<file path="src/rtl/muldiv_sequencer_if.sv">
`default_nettype none
// ---------------------------------------------------------------------------
// Module  : muldiv_sequencer_if
// Brief   : Request/response bundle between the ALU control path and the
//           iterative multiply/divide sequencer.
// Revision: 1.0 - initial release
// ---------------------------------------------------------------------------
interface muldiv_sequencer_if #(
  parameter int WIDTH = 32
);
  logic             start;
  logic [3:0]       ALUCtrl;
  logic [WIDTH-1:0] SrcA;
  logic [WIDTH-1:0] SrcB;
  logic             busy;
  logic             done;
  logic [WIDTH-1:0] Result;
  logic             DivByZero;

  modport master (
    output start, ALUCtrl, SrcA, SrcB,
    input  busy, done, Result, DivByZero
  );

  modport slave (
    input  start, ALUCtrl, SrcA, SrcB,
    output busy, done, Result, DivByZero
  );
endinterface
`default_nettype wire

</file>
<file path="src/rtl/muldiv_sequencer.sv">
`default_nettype none
// ---------------------------------------------------------------------------
// Module  : muldiv_sequencer
// Brief   : One-bit-per-cycle shift-add multiplier and restoring unsigned
//           divider; stalls the pipeline (busy) while iterating.
// Revision: 1.0 - initial release
// ---------------------------------------------------------------------------
module muldiv_sequencer #(
  parameter int WIDTH = 32
) (
  input  logic               clk,
  input  logic               reset,
  muldiv_sequencer_if.slave  bus
);

  localparam int              CW     = $clog2(WIDTH) + 1;
  localparam logic [1:0]      S_IDLE = 2'd0;
  localparam logic [1:0]      S_MUL  = 2'd1;
  localparam logic [1:0]      S_DIV  = 2'd2;
  localparam logic [1:0]      S_DONE = 2'd3;
  localparam logic [3:0]      OP_MUL = 4'b0011;
  localparam logic [3:0]      OP_DIV = 4'b0001;
  localparam logic [CW-1:0]   LAST   = CW'(WIDTH - 1);

  logic [1:0]       state_q, state_d;
  logic [WIDTH-1:0] a_q, a_d;       // multiplicand, or dividend/quotient
  logic [WIDTH-1:0] b_q, b_d;       // multiplier, or divisor
  logic [WIDTH-1:0] acc_q, acc_d;   // product accumulator, or remainder
  logic [CW-1:0]    cnt_q, cnt_d;
  logic [WIDTH-1:0] result_q, result_d;
  logic             dbz_q, dbz_d;

  logic             w_req_mul, w_req_div, w_div_zero, w_last;
  logic [WIDTH-1:0] w_mul_acc;
  logic [WIDTH:0]   w_rem_shift;
  logic             w_ge;
  logic [WIDTH-1:0] w_rem_sub;
  logic [WIDTH-1:0] w_quot;

  assign w_req_mul   = bus.start && (bus.ALUCtrl == OP_MUL);
  assign w_req_div   = bus.start && (bus.ALUCtrl == OP_DIV);
  assign w_div_zero  = (bus.SrcB == '0);
  assign w_last      = (cnt_q == LAST);
  assign w_mul_acc   = b_q[0] ? (acc_q + a_q) : acc_q;
  assign w_rem_shift = {acc_q, a_q[WIDTH-1]};
  assign w_ge        = (w_rem_shift >= {1'b0, b_q});
  // The true difference is below the divisor, so WIDTH bits suffice.
  assign w_rem_sub   = w_rem_shift[WIDTH-1:0] - b_q;
  assign w_quot      = {a_q[WIDTH-2:0], w_ge};

  always_ff @(posedge clk or posedge reset) begin
    if (reset) state_q <= S_IDLE;
    else       state_q <= state_d;
  end

  always_comb begin
    state_d = state_q;
    case (state_q)
      S_IDLE: begin
        if (w_req_mul)                    state_d = S_MUL;
        else if (w_req_div && w_div_zero) state_d = S_DONE;
        else if (w_req_div)               state_d = S_DIV;
      end
      S_MUL:   if (w_last) state_d = S_DONE;
      S_DIV:   if (w_last) state_d = S_DONE;
      default: state_d = S_IDLE;
    endcase
  end

  always_comb begin
    bus.busy      = (state_q != S_IDLE);
    bus.done      = (state_q == S_DONE);
    bus.Result    = result_q;
    bus.DivByZero = dbz_q;
  end

  always_comb begin
    a_d      = a_q;
    b_d      = b_q;
    acc_d    = acc_q;
    cnt_d    = cnt_q;
    result_d = result_q;
    dbz_d    = dbz_q;
    case (state_q)
      S_IDLE: begin
        if (w_req_mul || w_req_div) begin
          a_d   = bus.SrcA;
          b_d   = bus.SrcB;
          acc_d = '0;
          cnt_d = '0;
          dbz_d = 1'b0;
          if (w_req_div && w_div_zero) begin
            result_d = '1;
            dbz_d    = 1'b1;
          end
        end
      end
      S_MUL: begin
        acc_d = w_mul_acc;
        a_d   = a_q << 1;
        b_d   = b_q >> 1;
        cnt_d = cnt_q + 1'b1;
        if (w_last) result_d = w_mul_acc;
      end
      S_DIV: begin
        acc_d = w_ge ? w_rem_sub : w_rem_shift[WIDTH-1:0];
        a_d   = w_quot;
        cnt_d = cnt_q + 1'b1;
        if (w_last) result_d = w_quot;
      end
      default: ;
    endcase
  end

  always_ff @(posedge clk or posedge reset) begin
    if (reset) begin
      a_q      <= '0;
      b_q      <= '0;
      acc_q    <= '0;
      cnt_q    <= '0;
      result_q <= '0;
      dbz_q    <= 1'b0;
    end else begin
      a_q      <= a_d;
      b_q      <= b_d;
      acc_q    <= acc_d;
      cnt_q    <= cnt_d;
      result_q <= result_d;
      dbz_q    <= dbz_d;
    end
  end

endmodule
`default_nettype wire

</file>
<file path="src/flat_wrapper.sv">
// flat-port wrapper written by rule: the top's interface ports become plain ports
module muldiv_sequencer_flat 
#(
  parameter int WIDTH = 32
)
  (clk, reset, bus_start, bus_ALUCtrl, bus_SrcA, bus_SrcB, bus_busy, bus_done, bus_Result, bus_DivByZero);
  muldiv_sequencer_if #(.WIDTH(WIDTH)) bus_i ();
  input  logic clk;
  input  logic reset;
  input wire logic [$bits(bus_i.start)-1:0] bus_start;
  input wire logic [$bits(bus_i.ALUCtrl)-1:0] bus_ALUCtrl;
  input wire logic [$bits(bus_i.SrcA)-1:0] bus_SrcA;
  input wire logic [$bits(bus_i.SrcB)-1:0] bus_SrcB;
  output wire logic [$bits(bus_i.busy)-1:0] bus_busy;
  output wire logic [$bits(bus_i.done)-1:0] bus_done;
  output wire logic [$bits(bus_i.Result)-1:0] bus_Result;
  output wire logic [$bits(bus_i.DivByZero)-1:0] bus_DivByZero;
  assign bus_i.start = bus_start;
  assign bus_i.ALUCtrl = bus_ALUCtrl;
  assign bus_i.SrcA = bus_SrcA;
  assign bus_i.SrcB = bus_SrcB;
  assign bus_busy = bus_i.busy;
  assign bus_done = bus_i.done;
  assign bus_Result = bus_i.Result;
  assign bus_DivByZero = bus_i.DivByZero;
  muldiv_sequencer #(.WIDTH(WIDTH)) u_core (.clk(clk), .reset(reset), .bus(bus_i));
endmodule
</file>
<file path="config.mk">
export PLATFORM = sky130hd
export DESIGN_NAME = muldiv_sequencer_flat
export DESIGN_NICKNAME = d
export VERILOG_FILES = /design/src/rtl/muldiv_sequencer_if.sv /design/src/rtl/muldiv_sequencer.sv /design/src/flat_wrapper.sv
export SDC_FILE = /design/constraint.sdc
export NUM_CORES = 1
export LEC_CHECK = 0
export CAP_MARGIN = 5
export CORE_ASPECT_RATIO = 0.6
export CORE_MARGIN = 5
export CORE_UTILIZATION = 59
export CTS_CLUSTER_DIAMETER = 40
export CTS_CLUSTER_SIZE = 10
export DETAILED_ROUTE_END_ITERATION = 6
export PLACE_DENSITY = 0.89
export SLEW_MARGIN = 20
export SYNTH_ARGS = -nofsm -noshare
export SYNTH_HDL_FRONTEND = slang
export SYNTH_SLANG_ARGS = --single-unit
</file>
<file path="constraint.sdc">
create_clock -name clk -period 6.16 [get_ports clk]
set_clock_uncertainty 0.05 [all_clocks]
set_input_delay 1.54 -clock clk [delete_from_list [all_inputs] [get_ports clk]]
set_output_delay 1.54 -clock clk [all_outputs]
set_load 0.01 [all_outputs]
</file>
==> run summary, run 1 <==
The run finished with clean final reports. The class of the tightest hold or removal check is reg2reg. Summed over all layers, the global routing overflow is 0. By count the netlist is led by sky130_fd_sc_hd__nand2_1, sky130_fd_sc_hd__dfrtp_1, sky130_fd_sc_hd__nor2_1. The share of synthesized registers carrying an async set or reset is 1.00. The pre-antenna-repair detailed-routing pass consisted of 6 iterations. about 110 I/O pins were placed. The worst-case vdd ir drop came out at roughly 730 uV. The share of the clock period used by the worst path after layout came out at 0.725. For this block, the initial DRC count from the detailed router was 1,338. In this run the standard cell core region covers roughly 17,000 um2. The netlist area before placement came out at between 10,000 and 15,000 um2. The most used standard cell by instance count after synthesis is sky130_fd_sc_hd__nand2_1. The detailed placement HPWL is between 20,000 and 25,000 um.

The number of H-tree branching levels came out at 4. The wire length per cell after detailed routing came out at 20.6 um. The path length in cells of the critical path came out at 9.

The reg-to-reg critical path endpoint is u_core.acc_q[26]. The synthesized design contains 0 enable-type register cells. At the end of the flow the core is filled with cells to 0.716. The highest-delay cell along the critical path is sky130_fd_sc_hd__nor4_1. Yosys mapped the design onto 82 distinct sky130hd cell types. The first global-routing pass estimated 52,700 um of wire.

The highest cell delay on the worst timing path is ~0.52 ns. The max-slew violation count came out at 0. The number of buffers added by the clock tree synthesis step came out at 17. TritonCTS built the clock tree. The cell chosen for the clock root is sky130_fd_sc_hd__clkbuf_16.

Of all cell types, the one taking the most synthesized area is sky130_fd_sc_hd__dfrtp_1. By area the synthesized netlist is led by sky130_fd_sc_hd__dfrtp_1, sky130_fd_sc_hd__ha_1, sky130_fd_sc_hd__nand2_1. The worst-margin pin slew is approximately 0.98 ns. Among all flip-flop cells after synthesis, the most frequent one is sky130_fd_sc_hd__dfrtp_1. The placer congestion estimate came out at between 0.9 and 1. For this run, the register share of the synthesized area comes to 0.324. The layout-stage area growth over the synthesis result came out at 17.5%.

The combined global-route utilization of all metal layers came out at 0.315. For this run, the top clock speed supported by timing is 0.224 GHz. The worst register-to-register path begins at u_core.b_q[0]. The CTS clock-pin slew for the worst setup and hold paths came out at 0.06 ns. The number of diodes came out at 0.

The worst endpoint required time is about 6.4 ns. The initial utilization of the core area, before any placement, comes to 0.609. The post-CTS setup repair buffer count came out at 0. The number of clock sinks came out at between 100 and 150. In this run the worst setup path terminates at u_core.bus.Result[0].

The setup path with the least slack is of type in2reg. The total leakage power is roughly 5.3 nW. The number of antenna violations at the first check in global routing came out at 0. The biggest fanout along the worst timing path came out at slightly below 60. The via count of the first global-routing pass is 10,100. At the end of the flow, the number of nets in the layout was around 1,500. The residual DRC count came out at 0. Synthesis produced a netlist with a net count of 1,428.

The total power came out at about 7.8 mW. The number of placed instances with taps included is around 1,600. The setup total negative slack is 0 ns. The post-route antenna net violation count is 0.

Setup repair after global routing left no endpoint under its margin. STA classifies the critical path endpoint as a flop. The signal on the critical path passes through clkdlybuf4s50_1 > nor4_1 > nand4_1 > nor4_1 > nand4_1 > a221oi_4 > buf_12 > nand3_1 > o22a_1.

The final cell count without fillers is between 1,500 and 2,000. The cell row count is 37. The number of warnings issued by yosys came out at 0. In this run the power density over the cells is between 600 and 700 nW/um2. The via count of the routed design came out at 10,600. The worst path buffer plus inverter count came out at 2. Dividing the detail-routed via count by the number of cells gives approximately 6.6.

The top-area cell type share of the netlist area came out at 0.324. The clock reaches the later pin of the worst-skew pair after 0.44 ns. The mean post-synth cell area came out at 8.22 um2. The post-cts hold buffer count came out at 0. The overall die height is roughly 110 um. The setup slack on the worst flop-to-flop path came out at approximately 2.0 ns. The worst setup path is launched from a primary input. Grouping stages by cell kind, the critical path spends the most delay in simple AND/OR/NAND/NOR gates.

The die area came out at ~21,000 um2. The die boundary width came out at around 180 um. The final critical path time including I/O delays and setup came out at between 4 and 5 ns. Entering global routing, the biggest net connects 102 pins. The cell count after synthesis came out at between 1,000 and 1,500. The count of endpoints failing hold in the final timing report came out at 0. The arrival time reported for the critical path endpoint came out at approximately 4.7 ns. The synthesized design contains 137 register bits. The area used by multi-input combinational logic is between 6000 and 7000 um2.

Setup violations remaining at the end of the flow were counted as 0. The tool flagged a number of max-cap violations equal to 0. The number of gates given a new drive strength after cts is 0. The count of buffers added on input and output ports is 105.

Counting along the longest clock path gives a buffer depth of 2. The path depth of the worst reg2reg path came out at 13. In this run the worst setup path begins at bus_SrcB[3]. In this run the most critical hold path is launched from u_core.b_q[23]. The max-slew headroom at the worst pin is 0.342. The layout has around 1,400 filler cells.

For this block, the routed nets add up to ~33,000 um of wire. Of the cells placed in the final design, the portion with a size suffix greater than 1 is 0.0653. The sequential cell area in the final layout is approximately 3400 um2.
sequential cells by signal, indices dropped and copies added, names as in the netlist:
signal	count
u_core.b_q	32
u_core.bus.DivByZero	1
u_core.a_q	32
u_core.bus.Result	32
u_core.cnt_q	6
u_core.acc_q	32
u_core.state_q	2
worst min-delay path, cell delays in order, from the launching register on:
cell and delay (ns):
sky130_fd_sc_hd__dfrtp_1 0.36, sky130_fd_sc_hd__nand2_1 0.05, sky130_fd_sc_hd__o21ai_0 0.06
logic make-up (layout without fill, tap and decap cells):
group / Yosys count / in the layout / share of synthesized area
flip-flops: 137 / 137 / 0.324
buffers and inverters: 134 / 210 / 0.0499
AND/OR/NAND/NOR: 416 / 416 / 0.174
adder cells (fa/ha/maj): 70 / 70 / 0.0842
multiplexers: 61 / 61 / 0.0595
AO/OA/AOI/OAI: 415 / 415 / 0.264
XOR/XNOR: 54 / 54 / 0.0447
layout by cell type, fill, tap and decap left out, drive strengths merged, types with 33 or more instances in the layout:
cell type	instances
inv	62
xnor2	34
nand2	179
a21oi	86
mux2i	46
ha	68
nor2	127
clkdlybuf4s50	105
dfrtp	137
a221oi	33
o21ai	116
stage by stage:
stage	cell area, um2	setup WS (ns)	hold slack [ns]
CTS	12400	1.77	0.463
detailed placement	11800	1.38	0.451
finish	12400	1.69	0.457
floorplan	10600	0.902	0.421
global route	12400	1.50	0.488
global placement	11800	1.38	0.429
layout make-up:
| cell class | instances | area share |
|---|---|---|
| Clock buffer | 17 | 0.0342 |
| Tap cell | 234 | 0.0236 |
| Multi-Input combinational cell | 1016 | 0.536 |
| Clock inverter | 15 | 0.0180 |
| Inverter | 60 | 0.0185 |
| Sequential cell | 137 | 0.276 |
| Timing Repair Buffer | 118 | 0.0934 |
where the power goes:
| group | switching (mW) | leakage (nW) | internal (mW) | total [mW] |
|---|---|---|---|---|
| clock network | 0.441 | 0.302 | 0.719 | 1.16 |
| logic | 2.97 | 3.30 | 1.90 | 4.87 |
| registers | 0.452 | 1.66 | 1.30 | 1.75 |
worst min path at each step:
stage | to | depth (start not counted)
final | u_core.b_q[23] | 2
after global routing | u_core.b_q[26] | 2
after CTS | u_core.b_q[23] | 2
after detailed placement | u_core.b_q[23] | 2
after global placement | u_core.bus.DivByZero | 2
after floorplan | u_core.b_q[10] | 2
per-layer routing:
metal  part of all wire  track usage  vias up  wire length (um)
met2               0.43        0.466      626             14100
li1                   -            -     4835                 -
met1               0.44        0.455     5041             14600
met3               0.10       0.0803       96              3380
met5                  0            0        -                 0
met4              0.028        0.100        0               909
Note: power is estimated with default switching activity, not from simulation.
==> inputs of run 2 (changes only) <==
- clock period: 6.16 -> 4.62 ns (I/O delays scaled with it)
==> run 2 against run 1 <==
The flow now finishes with violations (DRC). Highest routed layer unchanged. Sequential share of layout area is 0.34 points lower. Core utilization rose by 0.90 points. Global-route usage up 0.86 points. Largest power group unchanged. Worst hold slack lost 0.00061 ns. Via count is 2.4% higher. Combinational power increased by 37%.
==> run summary, run 2 (synthesis gave the netlist of run 1 again) <==
The number of clock sinks came out at 137. The clock passes through at most 2 buffers. Across every metal layer, demand over resource in global routing totals 0.323. The met1 demand-to-capacity share in global routing is 0.467.

The die is ~110 um tall. The analysis attributes to cell leakage a power of ~5.3 nW. The path class of the tightest hold or removal check is reg2reg.

The power density of the placed cells is 848 nW/um2. The vias per cell came out at between 6 and 7. The share of the clock period used by the worst path after layout is 0.810. Entering global routing, the biggest net connects between 100 and 150 pins. The first detailed-routing pass took 7 iterations. The number of buffers inserted by port buffering came out at 105. Compared with the post-synthesis result, the final layout area differs by 19.0%. The TritonCTS clock tree is built.

The aggregate global routing overflow is 0. The setup total negative slack came out at 0 ns. The global-route track usage on met2 came out at 0.482.

The number of gates given a new drive strength after cts came out at 0. For this run, design rule violations remaining after detail routing come to 1. The least setup slack across all paths after layout is 0.876 ns.

The post-CTS setup repair buffer count came out at 0. The cell chosen for the clock root is sky130_fd_sc_hd__clkbuf_16. The number of buffers added by the clock tree synthesis step is 17. After floorplanning, the core was sized to cover 17,400 um2. The flow ran to the end, but the final reports show violations.

The number of H-tree branching levels is 4. The global routing stage identified its most utilized layer as met2. The worst-case vdd ir drop is approximately 910 uV.

Headroom to the max-slew limit came out at 0.386. The final critical path time including I/O delays and setup is around 3.7 ns. The library cell used most frequently in the layout, excluding fill and tap cells, is sky130_fd_sc_hd__nand2_1. The worst setup path is of the in2reg kind. The first-pass GRT wire length is 54,700 um. The worst-margin pin slew came out at 0.920 ns. The wire length per cell after detailed routing is 21.2 um. The post-route antenna net violation count came out at 0. The setup slack on the worst flop-to-flop path is 0.98 ns. The number of fillers in the final layout came out at about 1,300. In this run the worst path has a maximum fanout of 21. The global-route met3 utilization is 0.0733. The max-slew violation count came out at 0. The floorplan step set the die width to between 150 and 200 um. The via count of the first global-routing pass is ~10,000.

The library cells used most frequently in the layout, excluding fill and tap cells, are sky130_fd_sc_hd__nand2_1, sky130_fd_sc_hd__dfrtp_1, sky130_fd_sc_hd__nor2_1. The CTS clock-pin slew for the worst setup and hold paths came out at 0.06 ns. The checks that failed: DRC. Of the cells placed in the final design, the portion with a size suffix greater than 1 is 0.0721. The via count of the routed design came out at 10,900.

Data arrives at the worst endpoint at 4.03 ns. The die area is roughly 21,000 um2. The clock network latency to the later pin of the worst-skew pair came out at between 0.4 and 0.5 ns. The wire length after detailed routing came out at around 34,000 um. The area used by multi-input combinational logic is roughly 6700 um2. Timing would allow up to ~0.27 GHz.

The post-cts hold buffer count came out at 0. The number of DRC markers in iteration 0 came out at between 1,500 and 2,000. The worst setup path is launched from a primary input. Data on the critical path is required at its endpoint by 4.91 ns.

The count of endpoints failing hold in the final timing report came out at 0. Setup repair after global routing left no endpoint under its margin. The number of antenna violations at the first check in global routing came to 0.

The detailed placement HPWL came out at between 20,000 and 25,000 um. The count of pins on the block boundary is about 110. The placer congestion estimate is around 1.

The sequential cell area in the final layout came out at 3430 um2. The cell row count came out at 37. The net total in the final layout came out at 1,502. The number of max-cap violations is 0. The final count of negative-setup-slack endpoints is 0.

For this configuration, the core starts out at a cell density of 0.609. The worst setup timing slack at the placement stage came out at 0.526 ns. The worst setup path is captured at a flop.
run 2: changes by cell type in the layout (fill, tap and decap cells not counted), moves of 2 or more:
| cell | delta |
|---|---|
| sky130_fd_sc_hd__inv_6 | -3 |
| sky130_fd_sc_hd__clkinv_2 | -2 |
| sky130_fd_sc_hd__buf_12 | +2 |
| sky130_fd_sc_hd__buf_4 | +9 |
| sky130_fd_sc_hd__clkinvlp_4 | -2 |
| sky130_fd_sc_hd__clkbuf_8 | +4 |
run 2: critical path, cell delays in order:
cell and delay (ns):
sky130_fd_sc_hd__clkdlybuf4s50_1 0.42, sky130_fd_sc_hd__nor4_1 0.56, sky130_fd_sc_hd__nand4_1 0.17, sky130_fd_sc_hd__nor4_1 0.22
sky130_fd_sc_hd__buf_4 0.19, sky130_fd_sc_hd__nand4_1 0.13, sky130_fd_sc_hd__buf_4 0.20, sky130_fd_sc_hd__a221oi_4 0.33
sky130_fd_sc_hd__buf_12 0.21, sky130_fd_sc_hd__buf_4 0.17, sky130_fd_sc_hd__nor2_1 0.06, sky130_fd_sc_hd__a41oi_1 0.20
run 2: cell type report:
type	instances	area share
Inverter	60	0.0182
Multi-Input combinational cell	1016	0.530
Tap cell	234	0.0233
Antenna cell	1	0.000199
Clock buffer	22	0.0385
Clock inverter	10	0.0169
Sequential cell	137	0.272
Timing Repair Buffer	129	0.101
run 2: stage by stage:
| step | hold slack, ns | power, mW | std cells | util | area [um2] |
|---|---|---|---|---|---|
| after floorplan | 0.421 | 6.83 | 1287 | - | 10600 |
| after global placement | 0.439 | 8.50 | 1576 | 0.685 | 11900 |
| after detailed placement | 0.443 | 8.72 | 1576 | 0.685 | 11900 |
| after CTS | 0.457 | 10.5 | 1608 | 0.725 | 12600 |
| after global routing | 0.484 | 11.3 | 1608 | 0.725 | 12600 |
| final | 0.457 | 10.7 | 1609 | 0.725 | 12600 |
run 2: final timing paths:
path | to | cells past startpoint | start
setup / recovery | u_core.bus.Result[14] | 12 | bus_SrcB[3]
hold / removal | u_core.b_q[4] | 2 | u_core.b_q[4]
setup reg to reg | u_core.acc_q[24] | 12 | u_core.acc_q[0]
hold reg to reg | u_core.b_q[4] | 2 | u_core.b_q[4]
max in group asynchronous | u_core.acc_q[1] | 3 | reset
min in group asynchronous | u_core.b_q[5] | 3 | reset
run 2: layer usage:
layer | part of all wire | vias to the layer above
met2 | 0.43 | 747
met5 | 0 | -
met1 | 0.43 | 5126
met4 | 0.031 | 0
li1 | - | 4874
met3 | 0.11 | 109
run 2: power by group:
group	switching (mW)	internal [mW]	leakage, nW
Clock	0.568	1.07	0.333
Sequential	0.616	1.73	1.66
Combinational	4.07	2.61	3.35
Total	5.26	5.41	5.35
==> inputs of run 3 (changes only) <==
- clock period: 4.62 -> 3.9 ns (I/O delays scaled with it)
==> run 3 against run 2 <==
Sequential share of layout area grew 0.14 points. The run now ends clean. Die area is the same. Largest power group unchanged. Combinational power rose by 17%. Wire length fell by 3.0%. Clock power up 4%. Largest cell class unchanged. Sequential cell count stayed put. Worst setup slack lost 0.50 ns.
==> run summary, run 3 (synthesis gave the netlist of run 1 again) <==
The run finished with clean final reports. Entering global routing, the biggest net connects 99 pins. The post-route antenna net violation count is 0.

The initialized floorplan defines 37 standard-cell rows. In the layout the commonest cells are sky130_fd_sc_hd__nand2_1, sky130_fd_sc_hd__dfrtp_1, sky130_fd_sc_hd__nor2_1. The share of the clock period used by the worst path after layout is 0.905. For this run, the detailed router's first-pass iteration total came to 6.

The total leakage power is between 5 and 6 nW. The critical path startpoint is u_core.a_q[31]. For this block, the via count after detailed routing is about 11,000. STA classifies the critical path endpoint as a flop. The combined global-route utilization of all metal layers came out at 0.316.

Setup repair after global routing left no endpoint under its margin. In the final routing, the length of wire on met1 measures between 10,000 and 15,000 um. The worst path buffer plus inverter count came out at 2. Derived from the worst setup path, the maximum achievable clock frequency is ~0.28 GHz. The highest routing layer actually used is met4. The clock drives 137 sinks. The worst register-to-register path begins at u_core.a_q[31]. The placeable core region is between 15,000 and 20,000 um2. In this design, the largest share of critical-path delay is due to compound AO/OA/AOI/OAI gates. The residual DRC count came out at 0. The die area is 20,800 um2. The first-pass GRT wire length came out at 53,100 um. The worst endpoint required time came out at 4.14 ns. The detailed placement HPWL is about 24,000 um.

The number of buffers added by the clock tree synthesis step is 17. The H-tree was split into 4 levels. The max-slew violation count was 0. The via count of the first global-routing pass came out at 10,200. The number of antenna violations at the first check in global routing was 0. Post-CTS repair changed the size of 0 cells.

The summed area of non-filler cells in the final layout is ~13,000 um2. The placed instance area came out at about 12,000 um2. The layout-stage area growth over the synthesis result came out at 18.4%. Summed over all failing endpoints, the final setup total negative slack is 0 ns.

roughly 110 I/O pins were placed. The die boundary width is 183 um. The worst-margin pin slew came out at 0.705 ns.

The met3 wire length is roughly 3600 um. The final worst hold slack came out at 0.457 ns. Along the worst path, the maximum fanout reaches 4. The number of DRC markers in iteration 0 is around 1,300. The TritonCTS clock tree is built.

In this run the most critical hold path is launched from u_core.b_q[5]. Max-cap violations in this run came to 0. The max-slew headroom at the worst pin came out at 0.524. The maximum clock insertion buffer count is 2. The count of endpoints failing hold in the final timing report came out at 0. The placer congestion estimate is just over 1.

The net total in the final layout is roughly 1,500. Walking the worst path, the cells encountered are inv_1 > ha_1 > inv_1 > fa_1 > a21oi_1 > nor2_1 > o31ai_1 > o211ai_1 > a21oi_1 > o21bai_1 > xor2_1 > a22oi_1 > o211ai_1. The aggregate global routing overflow came out at 0.

The final count of negative-setup-slack endpoints is 0. The class of the tightest hold or removal check is reg2reg. The wire length after detailed routing came out at 33,100 um. The wire length per cell after detailed routing came out at between 20 and 25 um.

The worst setup path is launched from a flop. The share of final-layout standard cells stronger than drive strength 1 came out at 0.0720. The clock period could shrink to approximately 3.5 ns. 0 antenna diodes ended up in the layout. The clock network latency to the later pin of the worst-skew pair is about 0.43 ns.

In this run the post-CTS setup repair buffer count came out at 0. The initial utilization of the core area, before any placement, comes to 0.609. The cell chosen for the clock root is sky130_fd_sc_hd__clkbuf_16. The count of buffers added on input and output ports is about 110. The power density of the placed cells came out at a little under 1000 nW/um2. The vias per cell came out at about 6.7.

For the worst setup path, the data arrival time is 3.77 ns. The post-cts hold buffer count came out at 0. The highest cell delay on the worst timing path is around 0.48 ns. The setup path with the least slack is of type reg2reg.

Total power for the finished layout comes to 12.3 mW. The met2 wirelength from detailed routing came out at about 14,000 um. Once layout is complete, the utilization of the core stands at 0.721. The overall die height is 114 um. Among all stages on the critical path, the largest delay is contributed by sky130_fd_sc_hd__o31ai_1.

The CTS clock-pin slew for the worst setup and hold paths is approximately 0.06 ns. The worst-case vdd ir drop came out at roughly 1000 uV. The most common library cell in the layout ignoring fill and taps is sky130_fd_sc_hd__nand2_1.
## run 3: cell count changes in the layout (fill, tap and decap cells not counted), sizes merged
cell,previous run,this run
clkbuf,22,26
clkinvlp,3,1
diode,1,0
bufinv,6,2
clkinv,2,4
buf,24,25
## run 3: area by class of cell
cell class,count,area (um2)
flip-flops and latches,137,3430
multi-input cells,1016,6670
repair buffers,130,1290
clock buffers,26,529
inverters,60,229
clock inverters,6,83.8
fillers,1302,4840
well taps,234,293
## run 3: worst min-delay path, cell delays in order (launching register included)
cell and delay, ns:
sky130_fd_sc_hd__dfrtp_1 0.36, sky130_fd_sc_hd__nand2_1 0.05, sky130_fd_sc_hd__o21ai_0 0.06
## run 3: worst paths after layout
path / to / slack, ns / cells past startpoint
hold / removal: u_core.b_q[5] / 0.46 / 2
setup / recovery: u_core.acc_q[26] / 0.37 / 13
hold reg to reg: u_core.b_q[5] / 0.46 / 2
max in group asynchronous: u_core.acc_q[28] / 2.32 / 3
min in group asynchronous: u_core.b_q[3] / 0.97 / 3
setup reg to reg: u_core.acc_q[26] / 0.37 / 13
## run 3: report_power, final
group | leakage [nW] | switching [mW] | internal (mW)
Combinational | 3.37 | 4.74 | 3.09
Sequential | 1.66 | 0.720 | 2.05
Clock | 0.306 | 0.645 | 1.06
## run 3: per-stage QoR
| stage | setup WS (ns) | instances |
|---|---|---|
| final | 0.372 | 1609 |
| after floorplan | 0.922 | 1287 |
| after global routing | 0.204 | 1609 |
| after detailed placement | 0.0119 | 1577 |
| after CTS | 0.408 | 1609 |
| after global placement | 0.182 | 1577 |
## run 3: metal layers
metal / up-vias / track usage
li1: 4859 / -
met1: 5106 / 0.461
met2: 669 / 0.460
met3: 78 / 0.0844
met4: 0 / 0.0997
met5: - / 0
